===== src/rtl/proc_pkg.sv =====
// Shared types and defaults for the pulse dispatch slice.
package proc_pkg;

  localparam int PULSE_OUT_WIDTH = 72;
  localparam int TS_WIDTH        = 32;
  localparam int CHAN_WIDTH      = 2;

  // How a command whose fire time has already passed is treated.
  typedef enum logic {
    LATE_DROP = 1'b0,
    LATE_FIRE = 1'b1
  } late_mode_t;

  // Buffered pulse command at default widths. "time" is a keyword, hence fire_time.
  typedef struct packed {
    logic [TS_WIDTH-1:0]        fire_time;
    logic [CHAN_WIDTH-1:0]      chan;
    logic [PULSE_OUT_WIDTH-1:0] data;
  } pulse_entry_t;

endpackage


===== src/rtl/cmd_fifo.sv =====
// Power-of-two circular command buffer with synchronous flush and occupancy count.
module cmd_fifo #(
  parameter int WIDTH = 8,
  parameter int DEPTH = 8
) (
  input  logic                       clk,
  input  logic                       rst_n,
  input  logic                       push,
  input  logic                       pop,
  input  logic                       flush,
  input  logic [WIDTH-1:0]           wdata,
  output logic [WIDTH-1:0]           rdata,
  output logic                       empty,
  output logic [$clog2(DEPTH):0]     count
);
  import proc_pkg::*;

  localparam int PW    = $clog2(DEPTH);
  localparam int CNT_W = PW + 1;

  logic [WIDTH-1:0] mem [DEPTH];
  logic [PW-1:0]    wr_ptr_q, wr_ptr_d;
  logic [PW-1:0]    rd_ptr_q, rd_ptr_d;
  logic [CNT_W-1:0] count_q, count_d;
  logic             push_ok, pop_ok;

  assign empty = (count_q == '0);
  assign count = count_q;
  assign rdata = mem[rd_ptr_q];

  // Qualify requests against occupancy; flush overrides both.
  always_comb begin
    push_ok = push && !flush && (count_q < CNT_W'(DEPTH));
    pop_ok  = pop  && !flush && !empty;
  end

  // Pointer and count next-state; pointers wrap naturally at DEPTH.
  always_comb begin
    wr_ptr_d = wr_ptr_q;
    rd_ptr_d = rd_ptr_q;
    count_d  = count_q;
    if (flush) begin
      wr_ptr_d = '0;
      rd_ptr_d = '0;
      count_d  = '0;
    end else begin
      if (push_ok) wr_ptr_d = wr_ptr_q + 1'b1;
      if (pop_ok)  rd_ptr_d = rd_ptr_q + 1'b1;
      case ({push_ok, pop_ok})
        2'b10:   count_d = count_q + 1'b1;
        2'b01:   count_d = count_q - 1'b1;
        default: count_d = count_q;
      endcase
    end
  end

  // Pointer and count registers.
  always_ff @(posedge clk or negedge rst_n) begin
    if (!rst_n) begin
      wr_ptr_q <= '0;
      rd_ptr_q <= '0;
      count_q  <= '0;
    end else begin
      wr_ptr_q <= wr_ptr_d;
      rd_ptr_q <= rd_ptr_d;
      count_q  <= count_d;
    end
  end

  // Storage array; contents are don't-care until written.
  always_ff @(posedge clk) begin
    if (push_ok) mem[wr_ptr_q] <= wdata;
  end

endmodule


===== src/rtl/pulse_dispatch.sv =====
// Time-triggered pulse dispatcher: buffers commands and fires each on its qclk match.
module pulse_dispatch #(
  parameter int DATA_WIDTH      = 32,
  parameter int PULSE_OUT_WIDTH = 72,
  parameter int N_CHAN          = 4,
  parameter int FIFO_DEPTH      = 8,
  parameter int LATE_MODE       = 0
) (
  input  logic                                clk,
  input  logic                                reset,
  input  logic [DATA_WIDTH-1:0]               qclk,
  input  logic                                cmd_valid,
  output logic                                cmd_ready,
  input  logic [DATA_WIDTH-1:0]               cmd_time,
  input  logic [((N_CHAN > 1) ? $clog2(N_CHAN) : 1)-1:0] cmd_chan,
  input  logic [PULSE_OUT_WIDTH-1:0]          cmd_data,
  input  logic                                flush,
  input  logic                                late_clr,
  output logic [N_CHAN*PULSE_OUT_WIDTH-1:0]   cmd_out,
  output logic [N_CHAN-1:0]                   cstrobe_out,
  output logic                                late_err,
  output logic [$clog2(FIFO_DEPTH):0]         fifo_count
);
  import proc_pkg::*;

  localparam int CW    = (N_CHAN > 1) ? $clog2(N_CHAN) : 1;
  localparam int CNT_W = $clog2(FIFO_DEPTH) + 1;
  localparam late_mode_t MODE = (LATE_MODE != 0) ? LATE_FIRE : LATE_DROP;

  typedef struct packed {
    logic [DATA_WIDTH-1:0]      fire_time;
    logic [CW-1:0]              chan;
    logic [PULSE_OUT_WIDTH-1:0] data;
  } entry_t;

  localparam int ENTRY_W = $bits(entry_t);

  entry_t                            wr_entry, head;
  logic [ENTRY_W-1:0]                head_raw;
  logic                              fifo_empty;
  logic                              push, pop;
  logic                              ready_en_q;
  logic [DATA_WIDTH-1:0]             diff;
  logic                              due, late, chan_ok, fire, err_evt;
  logic [N_CHAN-1:0]                 strobe_q, strobe_d;
  logic [N_CHAN*PULSE_OUT_WIDTH-1:0] out_q, out_d;
  logic                              late_err_q, late_err_d;

  assign cmd_ready   = ready_en_q && (fifo_count < CNT_W'(FIFO_DEPTH)) && !flush;
  assign push        = cmd_valid && cmd_ready;
  assign wr_entry    = '{fire_time: cmd_time, chan: cmd_chan, data: cmd_data};
  assign head        = head_raw;
  assign cmd_out     = out_q;
  assign cstrobe_out = strobe_q;
  assign late_err    = late_err_q;

  cmd_fifo #(
    .WIDTH (ENTRY_W),
    .DEPTH (FIFO_DEPTH)
  ) u_fifo (
    .clk   (clk),
    .rst_n (reset),
    .push  (push),
    .pop   (pop),
    .flush (flush),
    .wdata (wr_entry),
    .rdata (head_raw),
    .empty (fifo_empty),
    .count (fifo_count)
  );

  // Head classification: wrap-aware signed distance from the head's fire time.
  always_comb begin
    diff    = qclk - head.fire_time;
    due     = (diff == '0);
    late    = !diff[DATA_WIDTH-1] && !due;
    chan_ok = int'(head.chan) < N_CHAN;
    pop     = !fifo_empty && !flush && (due || late);
    fire    = pop && chan_ok && (due || (MODE == LATE_FIRE));
    err_evt = pop && (late || !chan_ok);
  end

  // Strobe decode and per-channel payload hold.
  always_comb begin
    strobe_d = '0;
    out_d    = out_q;
    for (int unsigned k = 0; k < N_CHAN; k++) begin
      if (fire && (head.chan == CW'(k))) begin
        strobe_d[k] = 1'b1;
        out_d[k*PULSE_OUT_WIDTH +: PULSE_OUT_WIDTH] = head.data;
      end
    end
  end

  // Sticky late flag; a late event beats a same-cycle clear.
  always_comb begin
    late_err_d = late_err_q;
    if (err_evt)       late_err_d = 1'b1;
    else if (late_clr) late_err_d = 1'b0;
  end

  // Output and status registers; ready is held low until the first edge out of reset.
  always_ff @(posedge clk or negedge reset) begin
    if (!reset) begin
      strobe_q   <= '0;
      out_q      <= '0;
      late_err_q <= 1'b0;
      ready_en_q <= 1'b0;
    end else begin
      strobe_q   <= strobe_d;
      out_q      <= out_d;
      late_err_q <= late_err_d;
      ready_en_q <= 1'b1;
    end
  end

endmodule


===== config.mk =====
export PLATFORM = sky130hd
export DESIGN_NAME = pulse_dispatch
export DESIGN_NICKNAME = d
export VERILOG_FILES = /design/src/rtl/proc_pkg.sv /design/src/rtl/cmd_fifo.sv /design/src/rtl/pulse_dispatch.sv
export SDC_FILE = /design/constraint.sdc
export NUM_CORES = 1
export LEC_CHECK = 0
export BUFFER_PORTS_ARGS = -buffer_cell sky130_fd_sc_hd__clkbuf_2
export CAP_MARGIN = 15
export CORE_ASPECT_RATIO = 0.8
export CORE_MARGIN = 4
export CORE_UTILIZATION = 25
export CTS_CLUSTER_DIAMETER = 60
export DETAILED_ROUTE_END_ITERATION = 10
export PLACE_DENSITY = 0.39
export SYNTH_ARGS = -nofsm -noshare
export SYNTH_HDL_FRONTEND = slang
export SYNTH_SLANG_ARGS = --single-unit

===== constraint.sdc =====
create_clock -name clk -period 10.1 [get_ports clk]
set_input_delay 3.03 -clock clk [delete_from_list [all_inputs] [get_ports clk]]
set_output_delay 3.03 -clock clk [all_outputs]
set_load 0.05 [all_outputs]

==> impl_metrics.tcl <==
set metrics [dict create \
    p_leak_nw 20.6 \
    crit_type "in -> reg" \
    num-fill-cells 18085 \
    synthArstFlopShare_pct 26.4 \
    hp-start "cmd_out[237]" \
    track_usage_pct 13.5 \
    timing.final.setup_violations 0 \
    pin_count 441 \
    status "complete, no violations" \
    max_stage_delay_ps 910 \
    numCtsBuffers 135 \
    post_drt_wl_per_cell_um 24.5 \
    multiInputGateArea_um2 12800 \
    fin_skew_ps 31.7 \
    clkTransAtPathRegs_ps 50 \
    p_sw_share_pct 27.8 \
    yosysTopAreaCell "edfxtp_1" \
    grt_pass1_vias 26025 \
    die_x_um 490 \
    powerDensity_nw_per_um2 220 \
    rsz0062_at_grt "false" \
    hold_class "reg -> reg" \
    first_pass_iters 6 \
    h-tree-depth 4 \
    synth_edf_count 848 \
    ys_types 79 \
    maxSlewHeadroom_pct 25.6 \
    grt_overflow_total 0 \
    cp_data_arrival_time_ps 8060 \
    gp_routability_congestion 0.819 \
    crit_path_max_fanout 72 \
    synth_warnings 0 \
    seqPwrFrac_pct 42.6 \
    cp-startpoint "qclk[6]" \
    seq_area_frac_synth_pct 71.1 \
    antenna_found_initial 22 \
    vias_per_cell 4.45 \
    worstMarginPinSlew_ps 1110 \
    drt_iter0_drc 1518 \
    synth-main-ff-cell "edfxtp_1" \
    start_util_pct 25.2 \
    synthTopCellsByArea "edfxtp_1 55%, dfrtp_1 16%, mux4_2 10%, mux2_4 5.8%, mux2_2 4.5%" \
    fin_tns_setup_ps 0 \
    antenna_left 0 \
    pwr-share-clk_pct 39.0 \
    synth_most_common_cell "edfxtp_1" \
    fin_crit_ps 7430 \
    grt_max_degree 107 \
    numClockSinks 1152 \
    reg2reg_from "u_fifo.rd_ptr_q[0]" \
    drv_slew 0 \
    maxCapViolCount 0 \
    routed_wl_mm 131 \
    hold_ws_ps 498 \
    irDropWorstVdd_mv 0.118 \
    cts_tree "done" \
    final_nets 2989 \
    regArea_um2 33100 \
    drive_gt1_share_pct 44.0 \
    grt_pass1_wl_mm 191 \
    required_ps 10730 \
    core_area_um2 185000 \
    fp.dieArea_um2 193000 \
    cts-root-buf "clkbuf_16" \
    synthesis.area_um2 46500 \
    p_int_w 0.00890 \
    p_comb_share_pct 18.4 \
    max_freq_ghz 0.135 \
    hpwl_mm 80.5 \
    holdBufCountCts 0 \
    synthDominantCellAreaShare_pct 54.7 \
    cts_buffer_depth 3 \
    cts_resized 0 \
    num_rows 141 \
    synth_nets 2485 \
    crit_chain "clkbuf_2 -> ha_1 -> a21oi_2 -> nor3_1 -> nor4_1 -> a31oi_1 -> or3_1 -> a21oi_1 -> nand4bb_1 -> nor4_4 -> buf_12 -> mux2_2" \
    end_kind "flop" \
    portBuffers 440 \
    cp-start-kind "primary input" \
    clock_latency_ps 770 \
    crit_buf_inv 2 \
    syn_to_final_growth_pct 20.4 \
    critPathTopFamily "simple AND/OR/NAND/NOR gates" \
    vias 23837 \
    hold_viol 0 \
    p_switching_w 0.00343 \
    drc 0 \
    critPathSlowestCell "nor4_1" \
    ys_seq_elements 1152 \
    synthCells 2306 \
    synth_common_cells "848 x edfxtp_1, 304 x dfrtp_1, 212 x mux4_2, 186 x mux2_2, 180 x mux2_4" \
    fp.dieH_um 394 \
    period_share_pct 73.5 \
    post_cts_buffers 0 \
    synth.avg_cell_area_um2 20.2 \
]
==> through the flow <==
stage / area (um2) / std cells / utilization [%] / worst slack (ps) / power (W)
after floorplan: 46600 / 2306 / - / 173 / 0.00689
after global routing: 56000 / 5356 / 30.3 / 2390 / 0.0130
after global placement: 51600 / 5104 / 27.9 / 2180 / 0.00762
final: 56100 / 5361 / 30.3 / 2670 / 0.0123
after detailed placement: 51600 / 5104 / 27.9 / 2150 / 0.00765
after CTS: 56000 / 5350 / 30.3 / 2820 / 0.0126
==> layer usage <==
metal	GRT usage [%]	wire length (um)	part of all wire (%)
met5	0	27	0.021
met4	4.24	3510	2.7
met3	3.12	6050	4.6
met2	21.9	62400	48
met1	18.0	59300	45
==> path summary, 6_finish.rpt <==
path / to / slack, ps / cells after the start
worst min-delay path: cmd_out[237] / 500 / 1
worst max register to register: cmd_out[0] / 2760 / 14
worst min register to register: cmd_out[237] / 500 / 1
max in group asynchronous: cmd_out[119] / 5960 / 3
min in group asynchronous: cmd_out[218] / 2260 / 1
worst max-delay path: cmd_out[0] / 2670 / 12
==> power groups by stage <==
stage	registers, W	logic [W]	clock network, W
after global placement	0.00534	0.00228	0
after detailed placement	0.00535	0.00230	0
after global routing	0.00526	0.00248	0.00521
after floorplan	0.00529	0.00160	0
final	0.00525	0.00227	0.00481
after CTS	0.00525	0.00231	0.00500
==> flip-flops by register name (all words and copies together), names as in the netlist <==
register,count
u_fifo.mem,848
cmd_out,288
cstrobe_out,4
u_fifo.count,4
u_fifo.rd_ptr_q,3
u_fifo.wr_ptr_q,3
late_err,1
ready_en_q,1
==> cells by family after synthesis <==
group | count (synthesis) | synth area share (%)
AND/OR/NAND/NOR | 203 | 2.38
buffers and inverters | 124 | 1.50
multiplexers | 616 | 21.4
AO/OA/AOI/OAI | 157 | 2.36
XOR/XNOR | 17 | 0.320
other | 1 | 0.00806
flip-flops | 1152 | 71.1
adder cells (fa/ha/maj) | 36 | 0.984
==> cells in the final DEF, fill, tap and decap left out, types with 35 or more instances in the layout <==
master,instances
mux2i_1,37
mux4_2,212
a21oi_1,39
mux2_4,180
clkbuf_2,439
ha_1,35
dfrtp_1,301
nand2_1,50
clkbuf_16,135
clkbuf_1,40
nor2_1,50
edfxtp_1,848
mux2_2,186
==> cell type report <==
cell class,count,share of cell area [%]
flip-flops and latches,1152,59.0
well taps,2431,5.43
repair buffers,480,4.68
inverters,11,0.0737
clock inverters,63,1.36
clock buffers,183,6.49
multi-input cells,1030,22.9
diodes,11,0.0491
No activity file was read; power rests on OpenSTA's default activity.
